## config.mk

```make
export PLATFORM = sky130hd
export DESIGN_NAME = seq_match_ctrl
export DESIGN_NICKNAME = d
export VERILOG_FILES = /design/src/rtl/seq_match_ctrl.sv
export SDC_FILE = /design/constraint.sdc
export NUM_CORES = 1
export LEC_CHECK = 0
export BUFFER_PORTS_ARGS = -buffer_cell sky130_fd_sc_hd__clkbuf_2
export CAP_MARGIN = 20
export CELL_PAD_IN_SITES_DETAIL_PLACEMENT = 1
export CELL_PAD_IN_SITES_GLOBAL_PLACEMENT = 2
export CORE_UTILIZATION = 38
export CTS_BUF_LIST = sky130_fd_sc_hd__clkbuf_4
export DETAILED_ROUTE_END_ITERATION = 8
export GPL_ROUTABILITY_DRIVEN = 0
export HOLD_SLACK_MARGIN = 0.06
export MAX_ROUTING_LAYER = met4
export PLACE_DENSITY = 0.95
export REMOVE_ABC_BUFFERS = 1
export SLEW_MARGIN = 0
export SYNTH_ARGS = -nofsm -noshare
export SYNTH_HDL_FRONTEND = slang
export SYNTH_SLANG_ARGS = --single-unit
```

## constraint.sdc

```tcl
create_clock -name clk -period 5 [get_ports clk]
set_input_delay 0.5 -clock clk [delete_from_list [all_inputs] [get_ports clk]]
set_output_delay 0.5 -clock clk [all_outputs]
set_load 0.05 [all_outputs]
```

## src/rtl/seq_match_ctrl.sv

```systemverilog
// seq_match_ctrl: run controller for the bit-serial sequence detectors.
// Serialises upstream bytes MSB-first and counts overlapping pattern matches.
//
// Ports:
//   clk, rst            clock, synchronous active-high reset
//   i_start, i_abort    host start strobe (config latch) and run abort
//   i_pattern           pattern, bit 0 = most recently received bit
//   i_pat_len           pattern length in bits, valid 1..PAT_W
//   i_target            match count that ends the run, must be non-zero
//   s_valid/s_data      upstream byte stream
//   s_ready             byte accepted on s_valid && s_ready
//   o_busy              controller not idle
//   o_match             one-cycle pulse per match (registered)
//   o_match_count       matches counted in the current or last run
//   o_done              one-cycle pulse when the target is reached
//   o_err               one-cycle pulse on a start with a bad config
module seq_match_ctrl #(
    parameter int PAT_W = 8,
    parameter int LEN_W = 5,
    parameter int CNT_W = 8
) (
    input  logic             clk,
    input  logic             rst,
    input  logic             i_start,
    input  logic             i_abort,
    input  logic [PAT_W-1:0] i_pattern,
    input  logic [LEN_W-1:0] i_pat_len,
    input  logic [CNT_W-1:0] i_target,
    input  logic             s_valid,
    input  logic [7:0]       s_data,
    output logic             s_ready,
    output logic             o_busy,
    output logic             o_match,
    output logic [CNT_W-1:0] o_match_count,
    output logic             o_done,
    output logic             o_err
);

    typedef enum logic [1:0] {
        S_IDLE = 2'd0,
        S_RUN  = 2'd1,
        S_DONE = 2'd2
    } state_t;

    state_t             state_q, state_d;
    logic [PAT_W-1:0]   pat_q, pat_d;
    logic [LEN_W-1:0]   len_q, len_d;
    logic [CNT_W-1:0]   tgt_q, tgt_d;
    logic [PAT_W-1:0]   hist_q, hist_d;
    logic [7:0]         sh_q, sh_d;
    logic [3:0]         bl_q, bl_d;
    logic [LEN_W-1:0]   seen_q, seen_d;
    logic [CNT_W-1:0]   cnt_q, cnt_d;
    logic               match_q, match_d;
    logic               err_q, err_d;

    logic               proc;
    logic               bit_in;
    logic [PAT_W-1:0]   hist_new;
    logic [PAT_W-1:0]   mask;
    logic [LEN_W:0]     seen_inc;
    logic [CNT_W-1:0]   cnt_inc;
    logic               cfg_ok;
    logic               hit;
    logic               final_hit;

    always_ff @(posedge clk) begin
        if (rst) begin
            state_q <= S_IDLE;
            pat_q   <= '0;
            len_q   <= '0;
            tgt_q   <= '0;
            hist_q  <= '0;
            sh_q    <= '0;
            bl_q    <= '0;
            seen_q  <= '0;
            cnt_q   <= '0;
            match_q <= 1'b0;
            err_q   <= 1'b0;
        end else begin
            state_q <= state_d;
            pat_q   <= pat_d;
            len_q   <= len_d;
            tgt_q   <= tgt_d;
            hist_q  <= hist_d;
            sh_q    <= sh_d;
            bl_q    <= bl_d;
            seen_q  <= seen_d;
            cnt_q   <= cnt_d;
            match_q <= match_d;
            err_q   <= err_d;
        end
    end

    // Datapath terms shared by the FSM below
    always_comb begin
        proc     = (state_q == S_RUN) && (bl_q != 4'd0);
        bit_in   = sh_q[7];
        hist_new = (hist_q << 1) | PAT_W'(bit_in);
        // Shifting by len == PAT_W leaves all ones: full-width compare
        mask     = ~({PAT_W{1'b1}} << len_q);
        seen_inc = {1'b0, seen_q} + (LEN_W+1)'(1);
        cnt_inc  = cnt_q + CNT_W'(1);
        cfg_ok   = (i_pat_len != '0)
                && (i_pat_len <= LEN_W'(PAT_W))
                && (i_target != '0);
        hit      = proc
                && (seen_inc >= {1'b0, len_q})
                && (((hist_new ^ pat_q) & mask) == '0);
        final_hit = hit && (cnt_inc == tgt_q);
    end

    always_comb begin
        state_d = state_q;
        pat_d   = pat_q;
        len_d   = len_q;
        tgt_d   = tgt_q;
        hist_d  = hist_q;
        sh_d    = sh_q;
        bl_d    = bl_q;
        seen_d  = seen_q;
        cnt_d   = cnt_q;
        match_d = 1'b0;
        err_d   = 1'b0;
        s_ready = 1'b0;
        o_done  = 1'b0;

        unique case (state_q)
            S_IDLE: begin
                if (i_start) begin
                    if (cfg_ok) begin
                        pat_d   = i_pattern;
                        len_d   = i_pat_len;
                        tgt_d   = i_target;
                        hist_d  = '0;
                        seen_d  = '0;
                        cnt_d   = '0;
                        bl_d    = '0;
                        state_d = S_RUN;
                    end else begin
                        err_d = 1'b1;
                    end
                end
            end

            S_RUN: begin
                if (i_abort) begin
                    bl_d    = '0;
                    state_d = S_IDLE;
                end else begin
                    // Ready while the last bit drains, so bytes
                    // stream back-to-back; not if this bit ends the run
                    s_ready = (bl_q <= 4'd1) && !final_hit;
                    if (proc) begin
                        hist_d = hist_new;
                        sh_d   = {sh_q[6:0], 1'b0};
                        bl_d   = bl_q - 4'd1;
                        if (seen_q < LEN_W'(PAT_W)) begin
                            seen_d = seen_q + LEN_W'(1);
                        end
                    end
                    if (hit) begin
                        cnt_d   = cnt_inc;
                        match_d = 1'b1;
                    end
                    if (final_hit) begin
                        bl_d    = '0;
                        state_d = S_DONE;
                    end else if (s_valid && s_ready) begin
                        sh_d = s_data;
                        bl_d = 4'd8;
                    end
                end
            end

            S_DONE: begin
                o_done  = !i_abort;
                state_d = S_IDLE;
            end

            default: begin
                state_d = S_IDLE;
            end
        endcase
    end

    assign o_busy        = (state_q != S_IDLE);
    assign o_match       = match_q;
    assign o_match_count = cnt_q;
    assign o_err         = err_q;

endmodule

```

==> results summary, run 1 <==
Buffers inserted during clock tree synthesis total 9. After floorplanning, the core was sized to cover 8180 µm². The worst path in the final design needs a cycle of 3.70 ns, including I/O delays and setup. The number of placed instances, taps included came out at 521.

The largest fanout of any net on the critical path came out at 10. The insertion delay of the later-clocked pin in the worst-skew pair came out at 0.42 ns. In the final layout, the share of cells above drive strength 1 is 19.9%. In the routed design, unresolved DRC markers number 0. The routed wire length came out at 8.97 mm.

The via count of the routed design is 3,059. The number of max-cap violations is 0. The share of async-settable or async-resettable flops after synthesis is 0%. The final worst clock skew came out at 0.0174 ns. The share of synthesized area spent on multiplexers came out at 0.627%. Counting flops with a built-in enable in the synthesized netlist gives 0.

For this run, the number of Yosys warnings is 0. The achievable frequency came out at 0.270 GHz. After clock tree synthesis, the clock-pin slew on the worst setup and hold paths is 0.10 ns.

After synthesis, the most frequently instantiated cells are 57 x dfxtp_1, 53 x nand2_1, 43 x a21oi_1. The combined global-route utilization of all metal layers came out at 23.0%. The cts-stage hold buffer count came out at 0.

The synthesized flop and latch total came out at 57. The worst setup path is captured at an output port. After layout, the worst setup slack is 1.30 ns. For this configuration, the core starts out at a cell density of 39.0%.

Among all stages on the critical path, the largest delay is contributed by nand3_1. The largest buffer count on any clock path is 2. The number of gates resized after CTS came out at 0. The tree is rooted in a clkbuf_4. The pre-CTS worst setup slack is 1.80 ns. The number of clock sinks is 57. The main combinational cell family by area after synthesis is simple AND/OR/NAND/NOR gates. The post-synthesis adder-cell area fraction is 4.23%. The wire length per cell after detailed routing is 16.7 µm. The repair_antennas step left the layout with diodes totalling 0. By instance count, the leading cell after synthesis is dfxtp_1.

The transition time at the pin with the least slew margin is 0.896 ns. The initial antenna violation count came to 0. The H-tree generated during clock tree synthesis spans 3 levels. The count of endpoints failing setup in the final report is 0. Sorting the synthesized cells by area gives the leading types as dfxtp_1 36%, a21oi_1 6.7%, nand2_1 6.2%, xnor2_1 4.1%, ha_1 3.9%. The final instance count without filler cells is 538. The first routing iteration left 100 violations. dfxtp_1 takes more of the synthesized area than any other cell. The final number of hold-violating endpoints came out at 0. The most used flip-flop cell after synthesis is dfxtp_1. The count of antenna-violating nets left after detailed routing is 0. The synthesized-area fraction occupied by xor and xnor cells is 5.21%. The critical path data required time is 4.50 ns. The area fraction in compound gates after synthesis is 24.0%.

After legalization and detailed placement, the total HPWL measured 6.42 mm. The share of the yosys chip area belonging to registers is 35.8%. The flow ran to the end, and the final reports show no timing, DRC or antenna violations. The clock tree from TritonCTS is yes. The cell count after synthesis came out at 393.

The number of pins exceeding their max-slew limit in the final report came out at 0. The simple logic cell fraction of the synthesized area came out at 25.6%. The met2 wirelength from detailed routing is 4.55 mm.

Entering global routing, the biggest net connects 41 pins. The remaining max-slew budget at the tightest pin is 40.0%. The via count of the first global-routing pass is 3,067. The remaining global-route overflow came out at 0. The floorplan step defined a die boundary enclosing 8770 µm². In this run the static leakage power is 0.00127 µW. The signal on the critical path passes through ha_1 > xor2_1 > ha_1 > o21ai_0 > o21a_1 > o21ai_0 > nand3_1 > o21ai_2 > nor2_1 > clkbuf_2. The arrival time of data at the critical path endpoint is 3.20 ns. The die boundary height came out at 93.7 µm.

Measured along the x axis, the die boundary spans 93.7 µm. After routing, the total negative slack on setup checks comes to 0 ns. Relative to the synthesized area, the layout overhead comes to 14.2%.

In the final routing, the length of wire on met1 measures 4.03 mm. The floorplan row count is 33. The met3 routed wirelength is 263 µm. The type of element launching the critical path is a flip-flop. On the worst path, the slowest cell contributes a delay of 0.46 ns. The cell area that synthesis handed to floorplanning was 3190 µm².

In this run the worst hold path is classified as primary input to flip-flop. The share of Yosys cell area claimed by the top area cell type is 35.8%. The setup path with the least slack is of type flip-flop to output port. The final critical path takes up 74.1% of the cycle. The number of nets at the end of the flow is 472. The count of different cell masters after synthesis came out at 60. Setup repair after global routing left no endpoint under its margin. The areal power density over the cells is 262 nW/µm².

The number of buffers added on ports came out at 46. The first global-routing pass estimated 15.3 mm of wire. The post-CTS setup buffer count came out at 0. Using the TritonRoute via totals, the vias-per-cell ratio works out to 5.69. Across the VDD grid, the largest voltage drop is 145 µV. 47 I/O pins were placed. The average size of a mapped cell is 8.12 µm².

The detailed-router iteration count before antenna repair is 4. The highest metal layer carrying signal wires in the routed design is met4.
metrics by stage:
stage | area, µm² | power [µW] | util, % | hold WS, ns
5_1_grt | 3640 | 995 | 44.6 | 0.298
2_1_floorplan | 3080 | 533 | - | 0.442
4_1_cts | 3620 | 961 | 44.2 | 0.282
6_report | 3640 | 956 | 44.6 | 0.295
3_5_place_dp | 3460 | 575 | 42.3 | 0.463
3_3_place_gp | 3460 | 572 | 42.3 | 0.460
worst paths after layout:
path,startpoint,to,slack [ns],depth (start not counted)
max,seen_q[0]$_SDFFE_PP0P_,s_ready,1.30,10
min,i_pattern[1],pat_q[1]$_SDFFE_PP0P_,0.29,3
max reg2reg,seen_q[0]$_SDFFE_PP0P_,o_match_count[2]$_SDFFE_PP0P_,1.79,9
min reg2reg,pat_q[3]$_SDFFE_PP0P_,pat_q[3]$_SDFFE_PP0P_,0.48,2
report_power, final:
part	internal, µW	switching (µW)	total [µW]
combinational	35.7	59.7	95.4
sequential	463	9.00	472
clock	206	183	389
total	704	252	956
state kept, by name (all words and copies together), names as in the netlist:
| register | count |
|---|---|
| bl_q | 4 |
| hist_q | 7 |
| len_q | 5 |
| o_err | 1 |
| o_match | 1 |
| o_match_count | 8 |
| pat_q | 8 |
| seen_q | 5 |
| sh_q | 8 |
| state_q | 2 |
| tgt_q | 8 |
per-layer routing:
layer  vias up  global-route usage, %
met5         -                      -
met4         0                   7.56
met3        11                   3.72
met2        44                   39.7
met1      1487                   27.3
li1       1517                      -
worst max-delay path: cells and delay by family (launching register included):
| family | cells | cell delay (ns) |
|---|---|---|
| adder cells (fa/ha/maj) | 2 | 0.52 |
| XOR/XNOR | 1 | 0.15 |
| flip-flops | 1 | 0.36 |
| AND/OR/NAND/NOR | 2 | 0.54 |
| AO/OA/AOI/OAI | 4 | 0.98 |
| buffers and inverters | 1 | 0.23 |
layout by cell type, fill, tap and decap left out, drive strengths merged, types with 3 or more instances in the layout:
cell     count
xnor2       15
nand4        7
buf          3
nor3         7
nor2        33
or3          6
a31oi       10
o21ai       11
a21oi       43
a211oi      15
dfxtp       57
a22oi        7
nand3       15
clkinv       3
xor2         4
o41ai        7
nor4         6
a2111oi      3
or3b         3
inv          8
a21o         3
ha          10
and4         5
nand3b       4
nand2       53
clkbuf      56
and3         4
nor3b        4
cells by family after synthesis:
| kind of cell | after synthesis |
|---|---|
| simple gates | 158 |
| fa+ha+maj | 11 |
| compound gates | 113 |
| flops | 57 |
| mux | 2 |
| buf+inv | 33 |
| xor+xnor | 19 |
layout make-up:
class                           instances  area [µm²]
Fill cell                            1027        4530
Multi-Input combinational cell        303        1910
Sequential cell                        57        1140
Timing Repair Buffer                   49         273
Tap cell                              105         131
Clock inverter                          6        82.6
Clock buffer                           10        75.1
Inverter                                8        30.0
No activity file was read; power rests on OpenSTA's default activity.
==> run 2, diff against run 1 <==
--- a/config.mk
+++ b/config.mk
@@ -9,13 +9,13 @@
 export CAP_MARGIN = 20
 export CELL_PAD_IN_SITES_DETAIL_PLACEMENT = 1
 export CELL_PAD_IN_SITES_GLOBAL_PLACEMENT = 2
-export CORE_UTILIZATION = 38
+export CORE_UTILIZATION = 31
 export CTS_BUF_LIST = sky130_fd_sc_hd__clkbuf_4
 export DETAILED_ROUTE_END_ITERATION = 8
 export GPL_ROUTABILITY_DRIVEN = 0
 export HOLD_SLACK_MARGIN = 0.06
 export MAX_ROUTING_LAYER = met4
-export PLACE_DENSITY = 0.95
+export PLACE_DENSITY = 0.88
 export REMOVE_ABC_BUFFERS = 1
 export SLEW_MARGIN = 0
 export SYNTH_ARGS = -nofsm -noshare
==> constraint.sdc (replaced) <==
create_clock -name clk -period 3.4 [get_ports clk]
set_input_delay 0.34 -clock clk [delete_from_list [all_inputs] [get_ports clk]]
set_output_delay 0.34 -clock clk [all_outputs]
set_load 0.05 [all_outputs]
==> run 2 against run 1 <==
Die area is 22% higher. Combinational power is 47% higher. Global-route usage is 4.6 points lower. Largest power group unchanged. Via count is 0.52% lower.
==> results summary, run 2 (synthesis results as in run 1) <==
The number of cells on the worst hold path came out at 3 (unchanged). The number of I/O pins came out at 47 (unchanged). The final routed DRC violation total came out at 0 (unchanged). The launch instance of the worst min-delay path is i_pattern[4] (was i_pattern[1]). The leakage power of the design came out at 0.00126 µW (was 0.00127 µW). The die outline area came out at 10,700 µm² (was 8770 µm²). The clock transition at the register clock pins on the worst setup and hold paths after CTS is 0.09 ns (was 0.10 ns). The number of buffers inserted during clock tree synthesis came out at 9 (unchanged). The remaining global-route overflow is 0 (unchanged). The count of endpoints failing setup in the final report came to 0 (unchanged). The width of the die is 103 µm (was 93.7 µm).

The via count of the first global-routing pass is 2,966 (was 3,067). The final instance count without filler cells is 570 (was 538). The number of nets at the end of the flow is 478 (was 472).

The insertion delay of the later-clocked pin in the worst-skew pair came out at 0.41 ns (was 0.42 ns). The final worst clock skew came to 0.0137 ns (was 0.0174 ns). The final design instance area without fill is 3660 µm² (was 3640 µm²). The number of fillers in the final layout is 1,209 (was 1,027). The final number of hold-violating endpoints was 0 (unchanged). The ratio of cells with drive above 1 in the final layout is 21.3% (was 19.9%). The layout-stage area growth over the synthesis result was 14.7% (was 14.2%). The path type of the worst setup path was flip-flop to output port (unchanged).

The number of max-cap violations came to 0 (unchanged). For the finished layout, the period the worst path requires is 3.15 ns. The floorplan row count came out at 36 (was 33). The worst reg2reg path endpoint is sh_q[0]$_SDFFE_PP0P_ (was o_match_count[2]$_SDFFE_PP0P_). The critical path data required time came out at 3.06 ns (was 4.50 ns). Commonest cells after routing, fill and taps aside: 53 x nand2_1, 53 x dfxtp_1, 46 x clkbuf_2 (was 57 x dfxtp_1, 53 x nand2_1, 46 x clkbuf_2).

The buffer type at the clock tree root is clkbuf_4 (unchanged). The areal power density over the cells is 335 nW/µm² (was 262 nW/µm²). The critical register-to-register path startpoint is seen_q[0]$_SDFFE_PP0P_ (unchanged). The combined global-route utilization of all metal layers was 18.4% (was 23.0%).

The end point of the worst hold path is pat_q[4]$_SDFFE_PP0P_ (was pat_q[1]$_SDFFE_PP0P_). Dividing the final minimum period by the clock period gives 92.7%. The final hold slack is 0.144 ns (was 0.295 ns). The detailed-router iteration count before antenna repair came out at 4 (unchanged). The pin count of the biggest net entering global routing came to 39 (was 41). The first-pass GRT wire length is 14.5 mm (was 15.3 mm). The wire length per cell after detailed routing came to 15.4 µm (was 16.7 µm). The core footprint came to 9860 µm² (was 8180 µm²). The first-iteration detailed-routing DRC count came out at 158 (was 100). The H-tree depth is 3 (unchanged).

The arrival time of data at the critical path endpoint is 2.81 ns (was 3.20 ns). The total cell area at the placement stage came out at 3550 µm² (was 3460 µm²). The remaining max-slew budget at the tightest pin came out at 60.5% (was 40.0%). The depth of the worst register-to-register path came out at 9 (unchanged). The clock tree from TritonCTS is yes (unchanged). The kind of capture point of the worst setup path is an output port (unchanged). The routed wire length is 8.76 mm (was 8.97 mm). The total area of multi-input combinational cells came to 1920 µm² (was 1910 µm²). The number of vias per cell after detailed routing is 5.34 (was 5.69). The largest fanout of any net on the critical path is 10 (unchanged).

The die boundary height is 103 µm (was 93.7 µm). The transition time at the pin with the least slew margin came out at 0.592 ns (was 0.896 ns). The number of clock sinks is 57 (unchanged).

The initial antenna violation count came out at 0 (unchanged). The type of element launching the critical path is a flip-flop (unchanged). Result of the run: completed (unchanged). The via count of the routed design is 3,043 (was 3,059).

The achievable frequency came out at 0.317 GHz. The sequential cell area came out at 1150 µm² (was 1140 µm²). Unrepaired setup endpoints after global routing: false (unchanged). The number of buffers added on ports is 46 (unchanged). The number of pins exceeding their max-slew limit in the final report came out at 0 (unchanged).

The number of diodes added for antenna fixing is 0 (unchanged). The slack of the worst reg-to-reg path is 0.67 ns (was 1.79 ns). The count of antenna-violating nets left after detailed routing is 0 (unchanged). The starting utilization of the core area is 32.4% (was 39.0%). The largest buffer count on any clock path is 2 (unchanged). The path category of the worst min-delay check is primary input to flip-flop (unchanged). The HPWL reported at the end of detailed placement is 6.52 mm (was 6.42 mm). The number of placed instances, taps included is 556 (was 521). The setup total negative slack came to 0 ns (unchanged). The cts-stage hold buffer count is 0 (unchanged). The peak ir drop on the vdd network came out at 198 µV (was 145 µV).
## run 2: changes by cell type in the layout (fill, tap and decap cells not counted), sizes merged
cell / previous run / this run
clkbuf: 56 / 58
bufinv: 2 / 0
buf: 3 / 9
clkinvlp: 1 / 0
clkinv: 3 / 2
## run 2: repair_timing
item,in CTS,in global routing
setup buffers,0,0
gates cloned,0,0
endpoints found under the setup margin,1,1
gates resized for setup,2,5
## run 2: routing by layer
metal | track usage, % | vias up | routed length (µm) | part of all wire [%]
met5 | - | - | 0 | 0
met4 | 6.93 | 0 | 129 | 1.5
met3 | 3.76 | 12 | 250 | 2.9
met2 | 30.1 | 51 | 4360 | 50
met1 | 22.2 | 1451 | 4020 | 46
li1 | - | 1529 | - | -
## run 2: through the flow
step / worst slack [ns] / total power, µW / util [%]
floorplan: 0.501 / 784 / -
global placement: 0.499 / 844 / 36.0
CTS: 0.0539 / 1240 / 37.0
global route: 0.0573 / 1290 / 37.1
detailed placement: 0.441 / 848 / 36.0
finish: 0.249 / 1230 / 37.1
## run 2: cell type report
| cell class | instances | share of cell area, % |
|---|---|---|
| Multi-Input combinational cell | 303 | 52.5 |
| Clock buffer | 12 | 2.46 |
| Sequential cell | 57 | 31.3 |
| Tap cell | 133 | 4.55 |
| Clock inverter | 2 | 0.205 |
| Timing Repair Buffer | 55 | 8.13 |
| Inverter | 8 | 0.820 |
## run 2: critical path, stage by stage (launching register included)
cell       delay (ns)
dfxtp_1          0.45
nand3_2          0.20
or3_4            0.45
a2111oi_4        0.45
nand4_4          0.25
o21ai_2          0.27
nor2_1           0.09
clkbuf_2         0.24
## run 2: power by group
| group | internal (µW) | leakage [µW] | switching [µW] |
|---|---|---|---|
| logic | 51.8 | 0.000742 | 87.9 |
| registers | 681 | 0.000463 | 12.8 |
| clock network | 163 | 0.0000583 | 229 |
## run 2: worst max-delay path by stage
stage | startpoint | slack [ns] | endpoint | cells after the start
after global placement | o_match_count[2]$_SDFFE_PP0P_ | 0.50 | s_ready | 7
final | o_match_count[1]$_SDFFE_PP0P_ | 0.25 | s_ready | 7
after global routing | o_match_count[1]$_SDFFE_PP0P_ | 0.06 | s_ready | 7
after floorplan | o_match_count[0]$_SDFFE_PP0P_ | 0.50 | s_ready | 7
after CTS | o_match_count[0]$_SDFFE_PP0P_ | 0.05 | s_ready | 7
after detailed placement | o_match_count[2]$_SDFFE_PP0P_ | 0.44 | s_ready | 7
==> run 3, diff against run 2 <==
--- a/config.mk
+++ b/config.mk
@@ -16,6 +16,7 @@
 export HOLD_SLACK_MARGIN = 0.06
 export MAX_ROUTING_LAYER = met4
 export PLACE_DENSITY = 0.88
+export RECOVER_POWER = 50
 export REMOVE_ABC_BUFFERS = 1
 export SLEW_MARGIN = 0
 export SYNTH_ARGS = -nofsm -noshare
==> run 3 against run 2 <==
The flow now finishes with violations (capacitance limit, slew limit). Clock-buffer cell count stayed put. Cell count stayed put. Register-to-register slack worse by 0.02 ns. Core utilization is 0.20 points lower. Worst hold slack better by 0.0025 ns. Global-route usage stayed put. First-iteration DRC count stayed put. Clock skew is 0.00073 ns lower. Sequential share of layout area is 0.17 points higher. Non-clock buffer count stayed put. Highest routed layer unchanged.
==> results summary, run 3 (synthesis results as in run 1) <==
The first-iteration detailed-routing DRC count came out at 158 (unchanged). The start point of the critical path is o_match_count[1]$_SDFFE_PP0P_ (unchanged). The ratio of cells with drive above 1 in the final layout came out at 18.1% (was 21.3%). The routed wire length came out at 8.79 mm (was 8.76 mm). The achievable frequency is 0.318 GHz (was 0.317 GHz). The sequential group share of total power is 56.6% (about the same). Unrepaired setup endpoints after global routing: false (unchanged). The combinational fraction of design power came out at 11.4% (about the same).

The final reports fail on capacitance limit, slew limit. The remaining max-slew budget at the tightest pin is -14.8% (was 60.5%). The delay contributed by the slowest stage of the critical path came out at 0.45 ns (about the same).

The initial antenna violation count came out at 0 (unchanged). The final instance count without filler cells came out at 570 (unchanged). The slack of the worst reg-to-reg path came out at 0.65 ns (was 0.67 ns).

The H-tree depth came to 3 (unchanged). The via count of the routed design came out at 3,039 (was 3,043). The path category of the worst min-delay check is primary input to flip-flop (unchanged). The number of gates on the worst path with buffers counted came out at 7 (unchanged). The via count of the first global-routing pass is 2,966 (unchanged). The pin count of the biggest net entering global routing came to 39 (unchanged). The critical path data required time is 3.06 ns (about the same). The arrival time of data at the critical path endpoint came to 2.81 ns (about the same). The type of element launching the critical path is a flip-flop (unchanged). The portion of the clock cycle consumed by the worst path in the final layout came out at 92.6% (was 92.7%).

The switching part of the total came to 26.9% (about the same). The net switching power is 330 µW (about the same). The HPWL reported at the end of detailed placement is 6.52 mm (unchanged). The number of buffers added on ports is 46 (unchanged). The shortest period the worst path allows came to 3.15 ns (about the same). The total internal power is 895 µW (about the same).

The final hold slack is 0.146 ns (was 0.144 ns). The final number of hold-violating endpoints was 0 (unchanged). The detailed-router iteration count before antenna repair came out at 4 (unchanged). The clock tree from TritonCTS is yes (unchanged). The number of fillers in the final layout came out at 1,213 (was 1,209). The leakage power of the design is 0.00122 µW (was 0.00126 µW). The critical register-to-register path startpoint is seen_q[0]$_SDFFE_PP0P_ (unchanged). The wire length per cell after detailed routing is 15.4 µm (about the same).

The largest buffer count on any clock path came to 2 (unchanged). The buffer type at the clock tree root is clkbuf_4 (unchanged). The final routed DRC violation total came to 0 (unchanged). The combined global-route utilization of all metal layers is 18.4% (unchanged). The number of I/O pins is 47 (unchanged). The peak ir drop on the vdd network came out at 198 µV (about the same). The number of placed instances, taps included is 556 (unchanged). The final cell utilization of the core came to 36.9% (was 37.1%).

The die outline area is 10,700 µm² (unchanged). The layout-stage area growth over the synthesis result came out at 14.1% (was 14.7%). The cell family with the largest share of critical-path delay was simple AND/OR/NAND/NOR gates (unchanged). The post-CTS setup buffer count came out at 0 (unchanged). Result of the run: finished with violations (was completed). The kind of capture point of the worst setup path is an output port (unchanged). The transition time at the pin with the least slew margin is 1.72 ns (was 0.592 ns). The core footprint was 9860 µm² (unchanged). CP cell instances: nand3_2 > or3_4 > a2111oi_4 > nand4_4 > o21ai_2 > nor2_1 > clkbuf_2 (unchanged). The width of the die was 103 µm (unchanged). The path type of the worst setup path was flip-flop to output port (unchanged). The count of endpoints failing setup in the final report is 0 (unchanged). The depth of the worst register-to-register path came to 9 (unchanged). The number of pins exceeding their max-slew limit in the final report came to 39 (was 0).

The number of nets at the end of the flow is 478 (unchanged). The final worst clock skew came out at 0.0129 ns (was 0.0137 ns). The buffering stage count on the worst path with inverters included came out at 1 (unchanged). The largest fanout of any net on the critical path is 10 (unchanged). The number of buffers inserted during clock tree synthesis came to 9 (unchanged).

The count of antenna-violating nets left after detailed routing was 0 (unchanged). The floorplan row count is 36 (unchanged). The number of clock sinks came to 57 (unchanged). The clock transition at the register clock pins on the worst setup and hold paths after CTS is 0.09 ns (about the same). The starting utilization of the core area came out at 32.4% (unchanged). The number of cells on the worst hold path is 3 (unchanged).

The remaining global-route overflow came to 0 (unchanged). The areal power density over the cells is 336 nW/µm² (was 335 nW/µm²). The critical-path cell with the highest stage delay was dfxtp_1 (unchanged).

The die boundary height is 103 µm (unchanged). The number of diodes added for antenna fixing is 0 (unchanged). The insertion delay of the later-clocked pin in the worst-skew pair came out at 0.41 ns (about the same). The clock network power share is 32.0% (about the same).

The launch instance of the worst min-delay path is i_pattern[4] (unchanged). Commonest cells after routing, fill and taps aside: 53 x nand2_1, 53 x dfxtp_1, 43 x a21oi_1 (was 53 x nand2_1, 53 x dfxtp_1, 46 x clkbuf_2). The setup total negative slack came to 0 ns (unchanged).

The number of vias per cell after detailed routing came out at 5.33 (was 5.34). The number of max-cap violations is 1 (was 0). The first-pass GRT wire length came to 14.5 mm (unchanged).
-- run 3: what timing repair did --
item | in CTS | in global routing
endpoints found under the setup margin | 1 | 1
resized for setup | 2 | 5
hold buffers | 0 | 0
-- run 3: through the flow --
step	power, µW	cell area, µm²	setup slack [ns]
after floorplan	784	3080	0.501
after global placement	844	3550	0.499
after detailed placement	848	3550	0.441
after CTS	1240	3650	0.0539
after global routing	1290	3640	0.0576
final	1220	3640	0.251
-- run 3: area by class of cell --
class	count	area [µm²]	area share, %
repair buffers	55	278	7.63
flip-flops and latches	57	1150	31.5
well taps	133	166	4.57
clock buffers	12	90.1	2.47
multi-input cells	303	1920	52.8
inverters	8	30.0	0.825
clock inverters	2	7.51	0.206
-- run 3: metal layers --
layer  share of wire [%]  up-vias  track usage [%]
li1                    -     1527                -
met1                  46     1452             22.2
met2                  50       50             30.1
met3                 2.9       10             3.76
met4                 1.2        0             6.93
met5                   0        -                -
-- run 3: worst register-to-register path: stages (launching register included) --
cell and delay, ns:
dfxtp_1 0.35, ha_1 0.25, xor2_1 0.15, ha_1 0.27, o21ai_0 0.09, o21a_1 0.18, o21ai_1 0.28, nand4_1 0.35
or3b_2 0.56, a31oi_1 0.17
-- run 3: power by group through the flow --
stage          Sequential [µW]  Combinational (µW)  Clock (µW)
3_3_place_gp               709                 135           0
3_5_place_dp               709                 139           0
4_1_cts                    694                 140         409
5_1_grt                    696                 155         436
2_1_floorplan              708                75.9           0
6_report                   693                 139         392
-- run 3: final timing paths --
check,to
worst min-delay path,pat_q[4]$_SDFFE_PP0P_
worst max register to register,o_match_count[2]$_SDFFE_PP0P_
worst max-delay path,s_ready
worst min register to register,tgt_q[1]$_SDFFE_PP0P_
